===== src/rtl/fp_mult_pipe.sv =====
// fp_mult_pipe: three-stage pipelined floating-point multiplier with
// valid/ready flow control, selectable rounding (nearest-even or truncate),
// special-value handling and per-result exception flags.
// Subnormal operands are treated as zero and tiny results flush to zero.
// Stages: S1 unpack/classify/exponent sum, S2 significand multiply,
// S3 normalise/round/pack into the output register.
module fp_mult_pipe #(
    parameter int EXP_W = 8,
    parameter int MAN_W = 23
) (
    input  logic                 clk,
    input  logic                 rst_n,
    input  logic                 in_valid,
    output logic                 in_ready,
    input  logic [EXP_W+MAN_W:0] in_a,
    input  logic [EXP_W+MAN_W:0] in_b,
    input  logic                 in_rnd,
    output logic                 out_valid,
    input  logic                 out_ready,
    output logic [EXP_W+MAN_W:0] out_data,
    output logic [3:0]           out_flags
);

    localparam int EW = EXP_W + 2;       // signed working exponent width
    localparam int SW = MAN_W + 1;       // significand width incl. hidden bit
    localparam int PW = 2 * MAN_W + 2;   // full product width

    localparam logic signed [EW-1:0] BIAS   = EW'((1 << (EXP_W - 1)) - 1);
    localparam logic signed [EW-1:0] E_MAX  = EW'((1 << EXP_W) - 1);
    localparam logic signed [EW-1:0] E_ZERO = '0;
    localparam logic [EXP_W-1:0]     EXP_ONES  = '1;
    localparam logic [EXP_W-1:0]     EXP_MAXN  = {{(EXP_W-1){1'b1}}, 1'b0};
    localparam logic [MAN_W-1:0]     QNAN_FRAC = {1'b1, {(MAN_W-1){1'b0}}};

    // ------------------------------------------------------------------
    // Pipeline control
    // ------------------------------------------------------------------
    logic v1_q, v1_d;
    logic v2_q, v2_d;
    logic out_valid_q, out_valid_d;
    logic adv1, adv2;

    // Handshake: a stage may load when the stage ahead is empty or moving on.
    always_comb begin
        adv2        = ~out_valid_q | out_ready;
        adv1        = ~v2_q | adv2;
        in_ready    = ~v1_q | adv1;
        v1_d        = in_ready ? in_valid : v1_q;
        v2_d        = adv1 ? v1_q : v2_q;
        out_valid_d = adv2 ? v2_q : out_valid_q;
    end

    // ------------------------------------------------------------------
    // Stage 1: unpack, classify, exponent sum
    // ------------------------------------------------------------------
    logic                 sa, sb;
    logic [EXP_W-1:0]     ea, eb;
    logic [MAN_W-1:0]     fa, fb;
    logic                 a_zero, a_inf, a_nan, b_zero, b_inf, b_nan;

    logic                 sign1_q, sign1_d;
    logic                 nan1_q, nan1_d;
    logic                 inf1_q, inf1_d;
    logic                 zero1_q, zero1_d;
    logic                 rnd1_q, rnd1_d;
    logic signed [EW-1:0] exp1_q, exp1_d;
    logic [SW-1:0]        ma1_q, ma1_d;
    logic [SW-1:0]        mb1_q, mb1_d;

    // S1 next-state: decode both operands when a new pair is accepted.
    always_comb begin
        // NOTE: every signal assigned in this block gets a default first, so
        // no path leaves it unassigned and no latch is inferred.
        {sa, ea, fa} = in_a;
        {sb, eb, fb} = in_b;
        a_zero = (ea == '0);
        a_inf  = (ea == EXP_ONES) && (fa == '0);
        a_nan  = (ea == EXP_ONES) && (fa != '0);
        b_zero = (eb == '0);
        b_inf  = (eb == EXP_ONES) && (fb == '0);
        b_nan  = (eb == EXP_ONES) && (fb != '0);

        sign1_d = sign1_q;
        nan1_d  = nan1_q;
        inf1_d  = inf1_q;
        zero1_d = zero1_q;
        rnd1_d  = rnd1_q;
        exp1_d  = exp1_q;
        ma1_d   = ma1_q;
        mb1_d   = mb1_q;
        if (in_valid && in_ready) begin
            sign1_d = sa ^ sb;
            nan1_d  = a_nan | b_nan | (a_inf & b_zero) | (b_inf & a_zero);
            inf1_d  = a_inf | b_inf;
            zero1_d = a_zero | b_zero;
            rnd1_d  = in_rnd;
            exp1_d  = $signed({2'b00, ea}) + $signed({2'b00, eb}) - BIAS;
            ma1_d   = {1'b1, fa};
            mb1_d   = {1'b1, fb};
        end
    end

    // ------------------------------------------------------------------
    // Stage 2: significand multiply
    // ------------------------------------------------------------------
    logic                 sign2_q, sign2_d;
    logic                 nan2_q, nan2_d;
    logic                 inf2_q, inf2_d;
    logic                 zero2_q, zero2_d;
    logic                 rnd2_q, rnd2_d;
    logic signed [EW-1:0] exp2_q, exp2_d;
    logic [PW-1:0]        prod2_q, prod2_d;

    // S2 next-state: full-width product, side-band fields carried along.
    always_comb begin
        sign2_d = sign2_q;
        nan2_d  = nan2_q;
        inf2_d  = inf2_q;
        zero2_d = zero2_q;
        rnd2_d  = rnd2_q;
        exp2_d  = exp2_q;
        prod2_d = prod2_q;
        if (adv1 && v1_q) begin
            sign2_d = sign1_q;
            nan2_d  = nan1_q;
            inf2_d  = inf1_q;
            zero2_d = zero1_q;
            rnd2_d  = rnd1_q;
            exp2_d  = exp1_q;
            prod2_d = PW'(ma1_q) * PW'(mb1_q);
        end
    end

    // ------------------------------------------------------------------
    // Stage 3: normalise, round, special cases, pack
    // ------------------------------------------------------------------
    logic [PW-1:0]        norm;
    logic [SW-1:0]        mant;
    logic                 guard, sticky, inc, carry;
    logic [MAN_W-1:0]     frac_r;
    logic signed [EW-1:0] exp_r;
    logic [EXP_W+MAN_W:0] res_data;
    logic [3:0]           res_flags;
    logic [EXP_W+MAN_W:0] out_data_q, out_data_d;
    logic [3:0]           out_flags_q, out_flags_d;

    // S3 next-state: round the product and pick the result by priority.
    always_comb begin
        // Product lies in [1,4); bring it to [1,2) keeping the hidden bit on top.
        norm   = prod2_q[PW-1] ? prod2_q : (prod2_q << 1);
        exp_r  = exp2_q + EW'(prod2_q[PW-1]);
        mant   = norm[PW-1 -: SW];
        guard  = norm[PW-1-SW];
        sticky = |norm[PW-2-SW:0];
        inc    = ~rnd2_q & guard & (sticky | mant[0]);
        // An all-ones significand rounding up wraps the fraction to zero.
        carry  = inc & (&mant);
        frac_r = mant[MAN_W-1:0] + MAN_W'(inc);
        if (carry) begin
            exp_r = exp_r + EW'(1);
        end

        res_flags = {3'b000, guard | sticky};
        res_data  = {sign2_q, exp_r[EXP_W-1:0], frac_r};
        if (nan2_q) begin
            res_data  = {1'b0, EXP_ONES, QNAN_FRAC};
            res_flags = 4'b1000;
        end else if (inf2_q) begin
            res_data  = {sign2_q, EXP_ONES, {MAN_W{1'b0}}};
            res_flags = 4'b0000;
        end else if (zero2_q) begin
            res_data  = {sign2_q, {(EXP_W+MAN_W){1'b0}}};
            res_flags = 4'b0000;
        end else if (exp_r >= E_MAX) begin
            res_data  = rnd2_q ? {sign2_q, EXP_MAXN, {MAN_W{1'b1}}}
                               : {sign2_q, EXP_ONES, {MAN_W{1'b0}}};
            res_flags = 4'b0101;
        end else if (exp_r <= E_ZERO) begin
            res_data  = {sign2_q, {(EXP_W+MAN_W){1'b0}}};
            res_flags = 4'b0011;
        end

        out_data_d  = out_data_q;
        out_flags_d = out_flags_q;
        if (adv2 && v2_q) begin
            out_data_d  = res_data;
            out_flags_d = res_flags;
        end
    end

    // Control and output registers, cleared by the synchronous reset.
    always_ff @(posedge clk) begin
        // NOTE: sequential state uses non-blocking assignments so every flop
        // samples its pre-edge inputs regardless of block evaluation order.
        if (!rst_n) begin
            v1_q        <= 1'b0;
            v2_q        <= 1'b0;
            out_valid_q <= 1'b0;
            out_data_q  <= '0;
            out_flags_q <= '0;
        end else begin
            v1_q        <= v1_d;
            v2_q        <= v2_d;
            out_valid_q <= out_valid_d;
            out_data_q  <= out_data_d;
            out_flags_q <= out_flags_d;
        end
    end

    // Datapath stage registers.
    always_ff @(posedge clk) begin
        // NOTE: these carry no reset; they are only ever read behind a stage
        // valid bit, and the valid bits are reset.
        sign1_q <= sign1_d;
        nan1_q  <= nan1_d;
        inf1_q  <= inf1_d;
        zero1_q <= zero1_d;
        rnd1_q  <= rnd1_d;
        exp1_q  <= exp1_d;
        ma1_q   <= ma1_d;
        mb1_q   <= mb1_d;
        sign2_q <= sign2_d;
        nan2_q  <= nan2_d;
        inf2_q  <= inf2_d;
        zero2_q <= zero2_d;
        rnd2_q  <= rnd2_d;
        exp2_q  <= exp2_d;
        prod2_q <= prod2_d;
    end

    assign out_valid = out_valid_q;
    assign out_data  = out_data_q;
    assign out_flags = out_flags_q;

endmodule


===== config.mk =====
export PLATFORM = sky130hd
export DESIGN_NAME = fp_mult_pipe
export DESIGN_NICKNAME = d
export VERILOG_FILES = /design/src/rtl/fp_mult_pipe.sv
export SDC_FILE = /design/constraint.sdc
export NUM_CORES = 2
export LEC_CHECK = 0
export BUFFER_PORTS_ARGS = -buffer_cell sky130_fd_sc_hd__buf_2
export CELL_PAD_IN_SITES_DETAIL_PLACEMENT = 1
export CELL_PAD_IN_SITES_GLOBAL_PLACEMENT = 2
export CORE_MARGIN = 1.5
export CORE_UTILIZATION = 30
export CTS_CLUSTER_DIAMETER = 200
export DETAILED_ROUTE_END_ITERATION = 8
export HOLD_SLACK_MARGIN = 0.08
export PLACE_DENSITY_LB_ADDON = 0.25
export SYNTH_ARGS = -nofsm -noshare
export SYNTH_HDL_FRONTEND = slang
export SYNTH_SLANG_ARGS = --single-unit

===== constraint.sdc =====
create_clock -name clk -period 7.8 [get_ports clk]
set_input_delay 0.39 -clock clk [delete_from_list [all_inputs] [get_ports clk]]
set_output_delay 0.39 -clock clk [all_outputs]
set_load 0.01 [all_outputs]

# Word level (Yosys, flattened, before mapping)

Index checks and enable logic that the tools add are counted.

Register bits after elaboration: 163
Bits of input ports: 69
Output and inout port bits: 38
Logic and storage cells: 78

Add/sub/neg operators: 5
$mul: 1
Magnitude comparators: 2
Eq/ne operators: 2
Multiplexer cells: 13
Bitwise operators: 20
Reduce and logical (&&, ||, !) cells: 15

Operators with widths:

| operator                                                               | count |
|---|---|
| 31-bit 2-to-1 mux                                                      | 4 |
| 24-bit by 24-bit multiplier with 48-bit output                         | 1 |
| 48-bit 2-to-1 mux                                                      | 1 |
| 23-bit zero test                                                       | 2 |
| 23-bit nonzero test                                                    | 2 |
| 32-bit 2-to-1 mux                                                      | 1 |
| 24-bit 2-to-1 mux                                                      | 1 |
| 24-bit AND reduction                                                   | 1 |
| 23-bit by 1-bit adder with 23-bit output                               | 1 |
| 23-bit OR reduction                                                    | 1 |
| 8-bit equality test, second input constant                             | 2 |
| 8-bit zero test                                                        | 2 |
| 10-bit by 1-bit adder with 10-bit output                               | 1 |
| 10-bit by 2-bit adder with 10-bit output, second input constant        | 1 |
| 10-bit by 9-bit >= comparator with 1-bit output, second input constant | 1 |
| 10-bit by 1-bit <= comparator with 1-bit output, second input constant | 1 |
| 10-bit 2-to-1 mux                                                      | 1 |
| 1-bit bitwise OR                                                       | 10 |
| 9-bit by 7-bit subtractor with 10-bit output, second input constant    | 1 |
| 8-bit by 8-bit adder with 9-bit output                                 | 1 |
| 3-bit 2-to-1 mux                                                       | 3 |
| 1-bit logical AND                                                      | 7 |
| 1-bit AND                                                              | 5 |
| 4-bit 2-to-1 mux                                                       | 1 |
| 3 further kinds                                                        | 6 |

# Logic depth before layout (Yosys ltp)

Word-level depth: 12
Mapped depth: 28
Gate-level depth less buffers: 26

# Worst setup path after synthesis

Ideal clock, no wire load.

Path type: register to register
From: register ma1_q[15]
To: register prod2_q[47], data pin
Library setup time: 0.260 ns
Arrival: 6.533 ns
Data required time: 7.540 ns
Setup slack: 1.007 ns
Stages on the path, launching flop included: 25
Path buffers: 2
Period minus slack after synthesis: 6.793 ns
Path through: edfxtp_1 clkbuf_1 nand2_1 fa_1 inv_1 fa_1 inv_1 fa_1 fa_1 inv_1 fa_1 fa_1 fa_1 ha_1 clkbuf_1 nand4_1 nor3_1 o211ai_1 a21boi_0 nand3b_1 a41oi_1 o211ai_1 nand2_1 o41a_1 xnor2_1

Cells in the longest elaborated chain, start to end: 1

RTL lines:

| what                                           | RTL line | source |
|---|---|---|
| start: declaration                             | 67       | `logic [SW-1:0] ma1_q, ma1_d;` |
| start signal: assignment                       | 220      | `ma1_q <= ma1_d;` |
| 24-bit by 24-bit multiplier with 48-bit output | 130      | `prod2_d = PW'(ma1_q) * PW'(mb1_q);` |
| end signal: assignment                         | 228      | `prod2_q <= prod2_d;` |
| end: declaration                               | 112      | `logic [PW-1:0] prod2_q, prod2_d;` |

No other way between the ends.
A chain may end at the register's enable or synchronous reset.

# Worst setup path in the final report

From: register ma1_q[5]
To: register prod2_q[47], data pin

Same word-level chain as after synthesis.

==> impl_metrics.json <==
{
  "cp_max_fo": 6,
  "tightest_slew_ps": 1071,
  "fmax_mhz": 133.0,
  "rsz0062_at_grt": "yes",
  "antenna_found_initial": 3,
  "clock_sink_count": 163,
  "setup_tns_ps": 0,
  "dp_hpwl_mm": 70.32,
  "setup_viol": 0,
  "io_buffers": 106,
  "cts_root_buffer": "clkbuf_16",
  "netlist_area_um2": 26140,
  "fp.dieH_um": 298.2,
  "clk_pin_slew_ps": 80,
  "num-nets-final": 3601,
  "path_class": "flip-flop to flip-flop",
  "synth_edf_count": 124,
  "fin_crit_sh_pct": 96.43,
  "multi_input_area_um2": 18930,
  "yosys_most_used_dff": "edfxtp_1",
  "worst_ep_arrival_time_ps": 7730,
  "synthMostInstantiatedCell": "inv_1",
  "fillCellCount": 9977,
  "fp.dieW_um": 298.2,
  "wl_per_cell_um": 20.68,
  "drc": 0,
  "gp_congestion": 0.8533,
  "synthArstFlopShare_pct": 0,
  "num_rows": 108,
  "totalWireLength_mm": 83.26,
  "start_util_pct": 30.18,
  "h-tree-depth": 4,
  "antenna_left": 0,
  "cts_tree": "done",
  "vias": 18981,
  "grt_overflow_total": 0,
  "grt_pass1_wl_mm": 129.0,
  "first_pass_iters": 5,
  "skew_ps": 17.74,
  "outcome": "completed",
  "ys_seq_elements": 163,
  "maxSlewViolCount": 0,
  "core_um2": 86620,
  "synthTopCellsByArea": "fa_1 37%, edfxtp_1 14%, ha_1 9.2%, inv_1 8.5%, and2_1 5.9%",
  "ioPinCount": 107,
  "viasPerCell": 4.715,
  "drt-initial-drc-count": 1090,
  "synth.top_cells.by_count": "590 x inv_1, 483 x fa_1, 354 x nand2_1",
  "synth_cell_types": 80,
  "area_growth_pct": 11.90,
  "yosysSeqAreaShare_pct": 17.23,
  "numCtsBuffers": 17,
  "syn_avg_cell_area_um2": 9.538,
  "netlist.area_leader.share_pct": 36.99,
  "hold_class": "input port to flip-flop",
  "drive_gt1_share_pct": 10.11,
  "maxCapViolations": 0,
  "grt_max_degree": 62,
  "clock_path_buffers": 2,
  "die-area_um2": 88920,
  "cp.required_ps": 8010,
  "yosysWarnings": 0,
  "register_area_um2": 4504,
  "syn-num-nets": 3486,
  "clkLatencyLatePin_ps": 480,
  "synth_area_leader_cell": "fa_1",
  "endpoint_kind": "flip-flop",
  "grt_pass1_vias": 21507,
  "hold_viol": 0,
  "synthCells": 2741,
  "relSlewSlack_pct": 28.59,
  "cp-start-kind": "flip-flop",
  "track_usage_pct": 19.28,
  "period_minus_slack_ps": 7521
}
## sequential cells by signal, indices dropped and copies added (netlist names), 4 cells and up
signal / cells
prod2_q: 48
mb1_q: 23
ma1_q: 23
exp1_q: 10
out_flags: 4
exp2_q: 10
out_data: 32
## placed cells by master, fill, tap and decap left out, types with 60 or more instances in the layout
cell      instances
a21oi_1          75
and2_1          247
buf_2           106
buf_4            94
edfxtp_1        124
fa_1            483
ha_1            193
inv_1           588
nand2_1         354
nor2_1           69
xnor2_1          60
## worst max-delay path, stage by stage (launching register included)
cell,delay (ps)
edfxtp_1,600
clkinvlp_4,400
nor2_1,240
fa_1,460
fa_1,490
fa_1,420
fa_1,470
fa_1,500
fa_1,550
inv_1,50
fa_1,470
inv_1,60
ha_1,390
nand4_1,150
nor3_1,210
o211ai_1,160
a21boi_0,200
nand3b_1,220
a41oi_1,250
o211ai_1,310
nand2_1,140
o41a_1,350
xnor2_1,140
## metrics by stage
step	hold WS, ps	area, um^2	cells	worst slack, ps	util [%]
2_1_floorplan	400.3	26140	2741	1007	-
3_3_place_gp	405.9	28340	3965	163.3	32.72
3_5_place_dp	405.2	28350	3965	116.9	32.73
4_1_cts	80.47	28990	4004	70.17	33.47
5_1_grt	88.96	29250	4024	-49.77	33.77
6_report	112.4	29250	4026	278.5	33.77
## kinds of logic after synthesis
kind of cell	Yosys count	synth area share [%]
AND/OR/NAND/NOR	810	15.48
buffers and inverters	717	10.49
adder cells (fa/ha/maj)	676	46.22
AO/OA/AOI/OAI	259	6.543
flip-flops	163	17.23
XOR/XNOR	96	3.245
multiplexers	20	0.7897
## timing repair
item,CTS,global route
resized for setup,0,2
hold endpoints to repair,7,0
endpoints found under the setup margin,0,6
hold buffers,7,0
setup buffers,0,20
## layer usage
layer / part of all wire (%) / track usage, % / vias up
li1: - / - / 8636
met1: 46 / 25.69 / 9932
met2: 48 / 32.61 / 342
met3: 3.9 / 2.888 / 71
met4: 2.0 / 4.979 / 0
met5: 0 / 0 / -
## path summary, 6_finish.rpt
path,from,endpoint,slack (ps),depth (start not counted)
worst min-delay path,in_a[19],ma1_q[19],110,1
worst min register to register,exp1_q[4],exp2_q[4],420,0
worst max-delay path,ma1_q[5],prod2_q[47],280,22
worst max register to register,ma1_q[5],prod2_q[47],280,22
## layout make-up
type | count | area share [%]
Sequential cell | 163 | 15.40
Multi-Input combinational cell | 1861 | 64.71
Antenna cell | 2 | 0.01711
Tap cell | 1155 | 4.940
Inverter | 593 | 7.635
Timing Repair Buffer | 220 | 5.355
Clock buffer | 19 | 1.514
Clock inverter | 13 | 0.4320
Power is left out: the tool's default activity adds up to more than one toggle a clock period on the data nets, which glitch-free logic cannot reach.
